<file path="config.mk">
export PLATFORM = sky130hd
export DESIGN_NAME = wb_arbiter
export DESIGN_NICKNAME = d
export VERILOG_FILES = /design/src/rtl/wb_arbiter.sv
export SDC_FILE = /design/constraint.sdc
export NUM_CORES = 1
export LEC_CHECK = 0
export ABC_AREA = 0
export BUFFER_PORTS_ARGS = -buffer_cell sky130_fd_sc_hd__buf_2
export CAP_MARGIN = 20
export CORE_AREA = 2 2 123 125
export DETAILED_ROUTE_END_ITERATION = 8
export DIE_AREA = 0 0 125 127
export SLEW_MARGIN = 0
export SYNTH_ARGS = -nofsm -noshare
export SYNTH_HDL_FRONTEND = slang
export SYNTH_SLANG_ARGS = --single-unit
</file>
<file path="constraint.sdc">
create_clock -name i_clk -period 2.3 [get_ports i_clk]
set_clock_uncertainty 0.05 [all_clocks]
set_input_delay 0.46 -clock i_clk [delete_from_list [all_inputs] [get_ports i_clk]]
set_output_delay 0.46 -clock i_clk [all_outputs]
set_load 0.01 [all_outputs]
</file>
<file path="src/rtl/wb_arbiter.sv">
// Two-master Wishbone pipelined arbiter: round-robin ownership of one shared slave,
// with a mandatory idle cycle between owners and responses steered to the owner only.
module wb_arbiter #(
    parameter int AW = 30,
    parameter int DW = 32
) (
    input  logic              i_clk,
    input  logic              i_reset,

    input  logic              i_m0_cyc,
    input  logic              i_m0_stb,
    input  logic              i_m0_we,
    input  logic [AW-1:0]     i_m0_addr,
    input  logic [DW-1:0]     i_m0_data,
    input  logic [DW/8-1:0]   i_m0_sel,
    output logic              o_m0_stall,
    output logic              o_m0_ack,
    output logic              o_m0_err,
    output logic [DW-1:0]     o_m0_data,

    input  logic              i_m1_cyc,
    input  logic              i_m1_stb,
    input  logic              i_m1_we,
    input  logic [AW-1:0]     i_m1_addr,
    input  logic [DW-1:0]     i_m1_data,
    input  logic [DW/8-1:0]   i_m1_sel,
    output logic              o_m1_stall,
    output logic              o_m1_ack,
    output logic              o_m1_err,
    output logic [DW-1:0]     o_m1_data,

    output logic              o_wb_cyc,
    output logic              o_wb_stb,
    output logic              o_wb_we,
    output logic [AW-1:0]     o_wb_addr,
    output logic [DW-1:0]     o_wb_data,
    output logic [DW/8-1:0]   o_wb_sel,
    input  logic              i_wb_stall,
    input  logic              i_wb_ack,
    input  logic              i_wb_err,
    input  logic [DW-1:0]     i_wb_data,

    output logic [1:0]        o_grant
);

    typedef enum logic [1:0] {
        IDLE = 2'd0,
        GNT0 = 2'd1,
        GNT1 = 2'd2
    } state_t;

    state_t     state_q, state_d;
    logic [1:0] grant_q, grant_d;
    logic       last_q, last_d;    // 1 = m1 owned the bus most recently

    always_comb begin
        state_d = state_q;
        grant_d = grant_q;
        last_d  = last_q;
        case (state_q)
            IDLE: begin
                // On contention, m0 wins only if m1 was the previous owner.
                if (i_m0_cyc && (!i_m1_cyc || last_q)) begin
                    state_d = GNT0;
                    grant_d = 2'b01;
                    last_d  = 1'b0;
                end else if (i_m1_cyc) begin
                    state_d = GNT1;
                    grant_d = 2'b10;
                    last_d  = 1'b1;
                end
            end
            GNT0: begin
                if (!i_m0_cyc) begin
                    state_d = IDLE;
                    grant_d = 2'b00;
                end
            end
            GNT1: begin
                if (!i_m1_cyc) begin
                    state_d = IDLE;
                    grant_d = 2'b00;
                end
            end
            default: begin
                state_d = IDLE;
                grant_d = 2'b00;
            end
        endcase
    end

    always_ff @(posedge i_clk) begin
        if (i_reset) begin
            state_q <= IDLE;
            grant_q <= 2'b00;
            last_q  <= 1'b1;
        end else begin
            state_q <= state_d;
            grant_q <= grant_d;
            last_q  <= last_d;
        end
    end

    assign o_grant = grant_q;

    logic own0, own1;
    assign own0 = (state_q == GNT0);
    assign own1 = (state_q == GNT1);

    always_comb begin
        o_wb_cyc  = 1'b0;
        o_wb_stb  = 1'b0;
        o_wb_we   = 1'b0;
        o_wb_addr = '0;
        o_wb_data = '0;
        o_wb_sel  = '0;
        if (own0) begin
            o_wb_cyc  = i_m0_cyc;
            o_wb_stb  = i_m0_stb;
            o_wb_we   = i_m0_we;
            o_wb_addr = i_m0_addr;
            o_wb_data = i_m0_data;
            o_wb_sel  = i_m0_sel;
        end else if (own1) begin
            o_wb_cyc  = i_m1_cyc;
            o_wb_stb  = i_m1_stb;
            o_wb_we   = i_m1_we;
            o_wb_addr = i_m1_addr;
            o_wb_data = i_m1_data;
            o_wb_sel  = i_m1_sel;
        end
    end

    // Responses in IDLE (including late acks after a reset abort) reach nobody.
    assign o_m0_stall = own0 ? i_wb_stall : 1'b1;
    assign o_m0_ack   = own0 & i_wb_ack;
    assign o_m0_err   = own0 & i_wb_err;
    assign o_m0_data  = i_wb_data;

    assign o_m1_stall = own1 ? i_wb_stall : 1'b1;
    assign o_m1_ack   = own1 & i_wb_ack;
    assign o_m1_err   = own1 & i_wb_err;
    assign o_m1_data  = i_wb_data;

endmodule

</file>
==> summary.txt <==
STATUS
------------------------------------------------------------------------------------------------------
Result of the run                                                                            completed

GLOBAL ROUTE
------------------------------------------------------------------------------------------------------
Antenna violations before repair                                                                     0
Overflow after GRT                                                                                   0
Via count of the first global-routing pass                                                        1880
Wire length of the first global-routing pass                                                   8370 µm
Pin count of the biggest net entering global routing                                                73
GRT Resource Usage Total                                                                         6.21%

CLOCKING
------------------------------------------------------------------------------------------------------
CTS sink cnt                                                                                         3
Total of hold buffers inserted after clock tree synthesis                                            0
Clock transition at the register clock pins on the worst setup and hold paths after CTS        0.03 ns
Post-cts sizing count                                                                                0
Total clock buffers created by CTS                                                                   3
Later-pin clock latency in the skew report                                                     0.22 ns
CTS H-tree lvls                                                                                      1
Post-CTS Repair Setup Buffers                                                                        0
Root buffer cell                                                                          sky130_fd_sc_hd__clkbuf_16
Clock tree from TritonCTS                                                                        built
Clk buf depth                                                                                        2

SETUP PATH
------------------------------------------------------------------------------------------------------
Crit path DAT                                                                                  1.52 ns
Critical path class                                                                         reg -> out
Critical path startpoint category                                                                 flop
Maximum net fanout on the critical path                                                             52
RR Startpoint                                                                               o_grant[0]
Reg-to-reg slack, setup                                                                        1.21 ns
Crit Reg-Reg Endpoint                                                                           last_q
Cell count of the worst reg-to-reg path                                                              2
Start point of the critical path                                                            o_grant[0]
Data required time at the worst endpoint                                                       1.79 ns
CP Capture Type                                                                            output port

DIE
------------------------------------------------------------------------------------------------------
Area of the die                                                                              15900 µm²
Number of top-level pins                                                                           316
Core Footprint                                                                               14400 µm²
Initial Utilization                                                                              9.98%
Cell Rows                                                                                           44
Die outline width                                                                               125 µm
Die Y                                                                                           127 µm

ROUTING
------------------------------------------------------------------------------------------------------
Violation count after the first detailed-routing iteration                                          45
Sum of routed wire length over all layers                                                      5650 µm
Detail-routed via count per cell                                                                  3.65
Detailed-routing iteration count for the pre-antenna-repair pass                                     4
Remaining DRCs                                                                                       0
Wire per inst                                                                                  11.3 µm
Overall via count from detail_route                                                               1819
Number of nets with antenna violations after routing                                                 0

LOGIC SYNTHESIS
------------------------------------------------------------------------------------------------------
Adder-Cell Fraction of Synth Area                                                                   0%
Compound-gate portion of the synthesized area                                                    42.5%
Combined area of all synthesized cells                                                        1440 µm²
Cells after synthesis                                                                              169
Dominant combinational cell family by area after synthesis                                buffers and inverters
Share of the synthesized area in the top cell type                                               42.0%
Count of different cell masters after synthesis                                                     14
Mean instance size in the synthesized netlist                                                 8.51 µm²
Post-synthesis xor/xnor area fraction                                                               0%
Share of synthesized area spent on multiplexers                                                     0%
Sequential fraction of the synthesis area                                                        4.17%
Nets in the synthesized netlist                                                                    344
Cell type contributing the most total cell area after synthesis                           sky130_fd_sc_hd__a22o_1
Synthesis Warnings                                                                                   0
Fraction of the mapped netlist area in simple logic gates                                        7.39%
Flop and latch count out of synthesis                                                                3
Main area contributors after synthesis                                                    sky130_fd_sc_hd__a22o_1 42%, sky130_fd_sc_hd__buf_4 33%, sky130_fd_sc_hd__buf_6 13%

PWR
------------------------------------------------------------------------------------------------------
Static leakage                                                                              0.00133 µW
Power density normalized to cell area                                                       338 nW/µm²
Maximum VDD drop                                                                                282 µV

TIMING
------------------------------------------------------------------------------------------------------
Slew at the pin closest to its max-slew limit                                                 0.316 ns
Number of setup violations in the final report                                                       0
Final period utilization                                                                         88.5%
Maximum clock frequency                                                                      0.492 GHz
Final critical delay including setup and external delays                                       2.03 ns
Number of hold violations in the final report                                                        0
Worst relative slew slack                                                                        78.9%
Setup repair after global routing missed its margin                                                 no
Sum of negative setup slack                                                                       0 ns
Final count of pins violating max slew                                                               0

FINISH
------------------------------------------------------------------------------------------------------
Count of nets after finishing                                                                      491
Commonest cells after routing, fill and taps aside                                        219 x sky130_fd_sc_hd__buf_2, 69 x sky130_fd_sc_hd__a22o_1, 4 x sky130_fd_sc_hd__and2_1
Layout cells sized above 1                                                                       72.1%
Antenna cell count                                                                                   0
Utilization after layout                                                                         15.5%
Synth-to-Final Area Change                                                                       55.7%
Most common cell after layout, fill and taps aside                                        sky130_fd_sc_hd__buf_2

PLACE
------------------------------------------------------------------------------------------------------
Detail Placement HPWL                                                                          4730 µm
# port buffers                                                                                     219
Placer congestion estimate                                                                       0.863

FLOW RUN
------------------------------------------------------------------------------------------------------
Max cap viols                                                                                        0

HOLD PATH
------------------------------------------------------------------------------------------------------
Endpoint with the worst hold slack                                                          o_grant[0]
Hold Path Origin                                                                               i_reset
Worst hold path stage count                                                                          2
Path type of the worst min-delay path                                                        in -> reg

## cell type report
| cell class | count | area [µm²] |
|---|---|---|
| clock buffer | 4 | 78.8 |
| fill | 1658 | 12200 |
| multi-input combinational | 86 | 727 |
| sequential | 3 | 60.1 |
| tap | 184 | 230 |
| timing repair buffer | 222 | 1140 |
## per-stage QoR
step / total power, µW / std cells / hold slack, ns / area (µm²) / setup slack (ns)
floorplan: 394 / 169 / 0.470 / 1440 / 0.719
global placement: 482 / 495 / 0.496 / 2160 / 0.484
detailed placement: 481 / 495 / 0.500 / 2160 / 0.503
CTS: 761 / 499 / 0.411 / 2240 / 0.260
global route: 798 / 499 / 0.422 / 2240 / 0.169
finish: 757 / 499 / 0.412 / 2240 / 0.265
## cells in the mapped netlist
library cell	instances
sky130_fd_sc_hd__buf_4	64
sky130_fd_sc_hd__nor4b_1	1
sky130_fd_sc_hd__nand2b_1	2
sky130_fd_sc_hd__dfxtp_1	3
sky130_fd_sc_hd__and3b_1	1
sky130_fd_sc_hd__buf_6	16
sky130_fd_sc_hd__and2_1	4
sky130_fd_sc_hd__nor2b_1	2
sky130_fd_sc_hd__nor2_1	2
sky130_fd_sc_hd__a22o_1	69
sky130_fd_sc_hd__nor3b_1	2
sky130_fd_sc_hd__or3b_1	1
sky130_fd_sc_hd__a22oi_1	1
sky130_fd_sc_hd__and2b_1	1
## per-layer routing
metal | wire length, µm | vias to the layer above | GRT usage, % | part of all wire [%]
li1 | - | 866 | - | -
met1 | 2010 | 786 | 6.04 | 36
met2 | 2870 | 150 | 12.5 | 51
met3 | 653 | 17 | 1.59 | 12
met4 | 107 | 0 | 2.22 | 1.9
met5 | 0 | - | 0 | 0
## registers in the layout, summed over array words and instances, names as in the netlist
register / count
last_q: 1
o_grant: 2
## kinds of logic after synthesis
group                  Yosys count
AND/OR/NAND/NOR                 16
AO/OA/AOI/OAI                   70
flip-flops                       3
buffers and inverters           80
## how the worst max path moves through the flow
stage	end	slack [ns]	cells past startpoint
after floorplan	o_wb_addr[0]	0.72	4
after global placement	o_wb_addr[6]	0.48	4
after detailed placement	o_wb_addr[6]	0.50	4
after CTS	o_wb_addr[6]	0.26	4
after global routing	o_wb_addr[6]	0.17	4
final	o_wb_addr[6]	0.27	4
## where the power goes
group / leakage [µW] / total (µW) / switching, µW / internal, µW
combinational: 0.00127 / 420 / 193 / 227
sequential: 0.0000248 / 62.5 / 5.77 / 56.7
clock: 0.0000382 / 275 / 46.4 / 229
total: 0.00133 / 757 / 245 / 512
## worst max-delay path, cell delays in order, from the launching register on
cell and delay (ns):
sky130_fd_sc_hd__dfxtp_1 0.49, sky130_fd_sc_hd__and2b_2 0.24, sky130_fd_sc_hd__buf_12 0.22, sky130_fd_sc_hd__a22o_1 0.18
sky130_fd_sc_hd__buf_2 0.14
No activity file was read; power rests on OpenSTA's default activity.
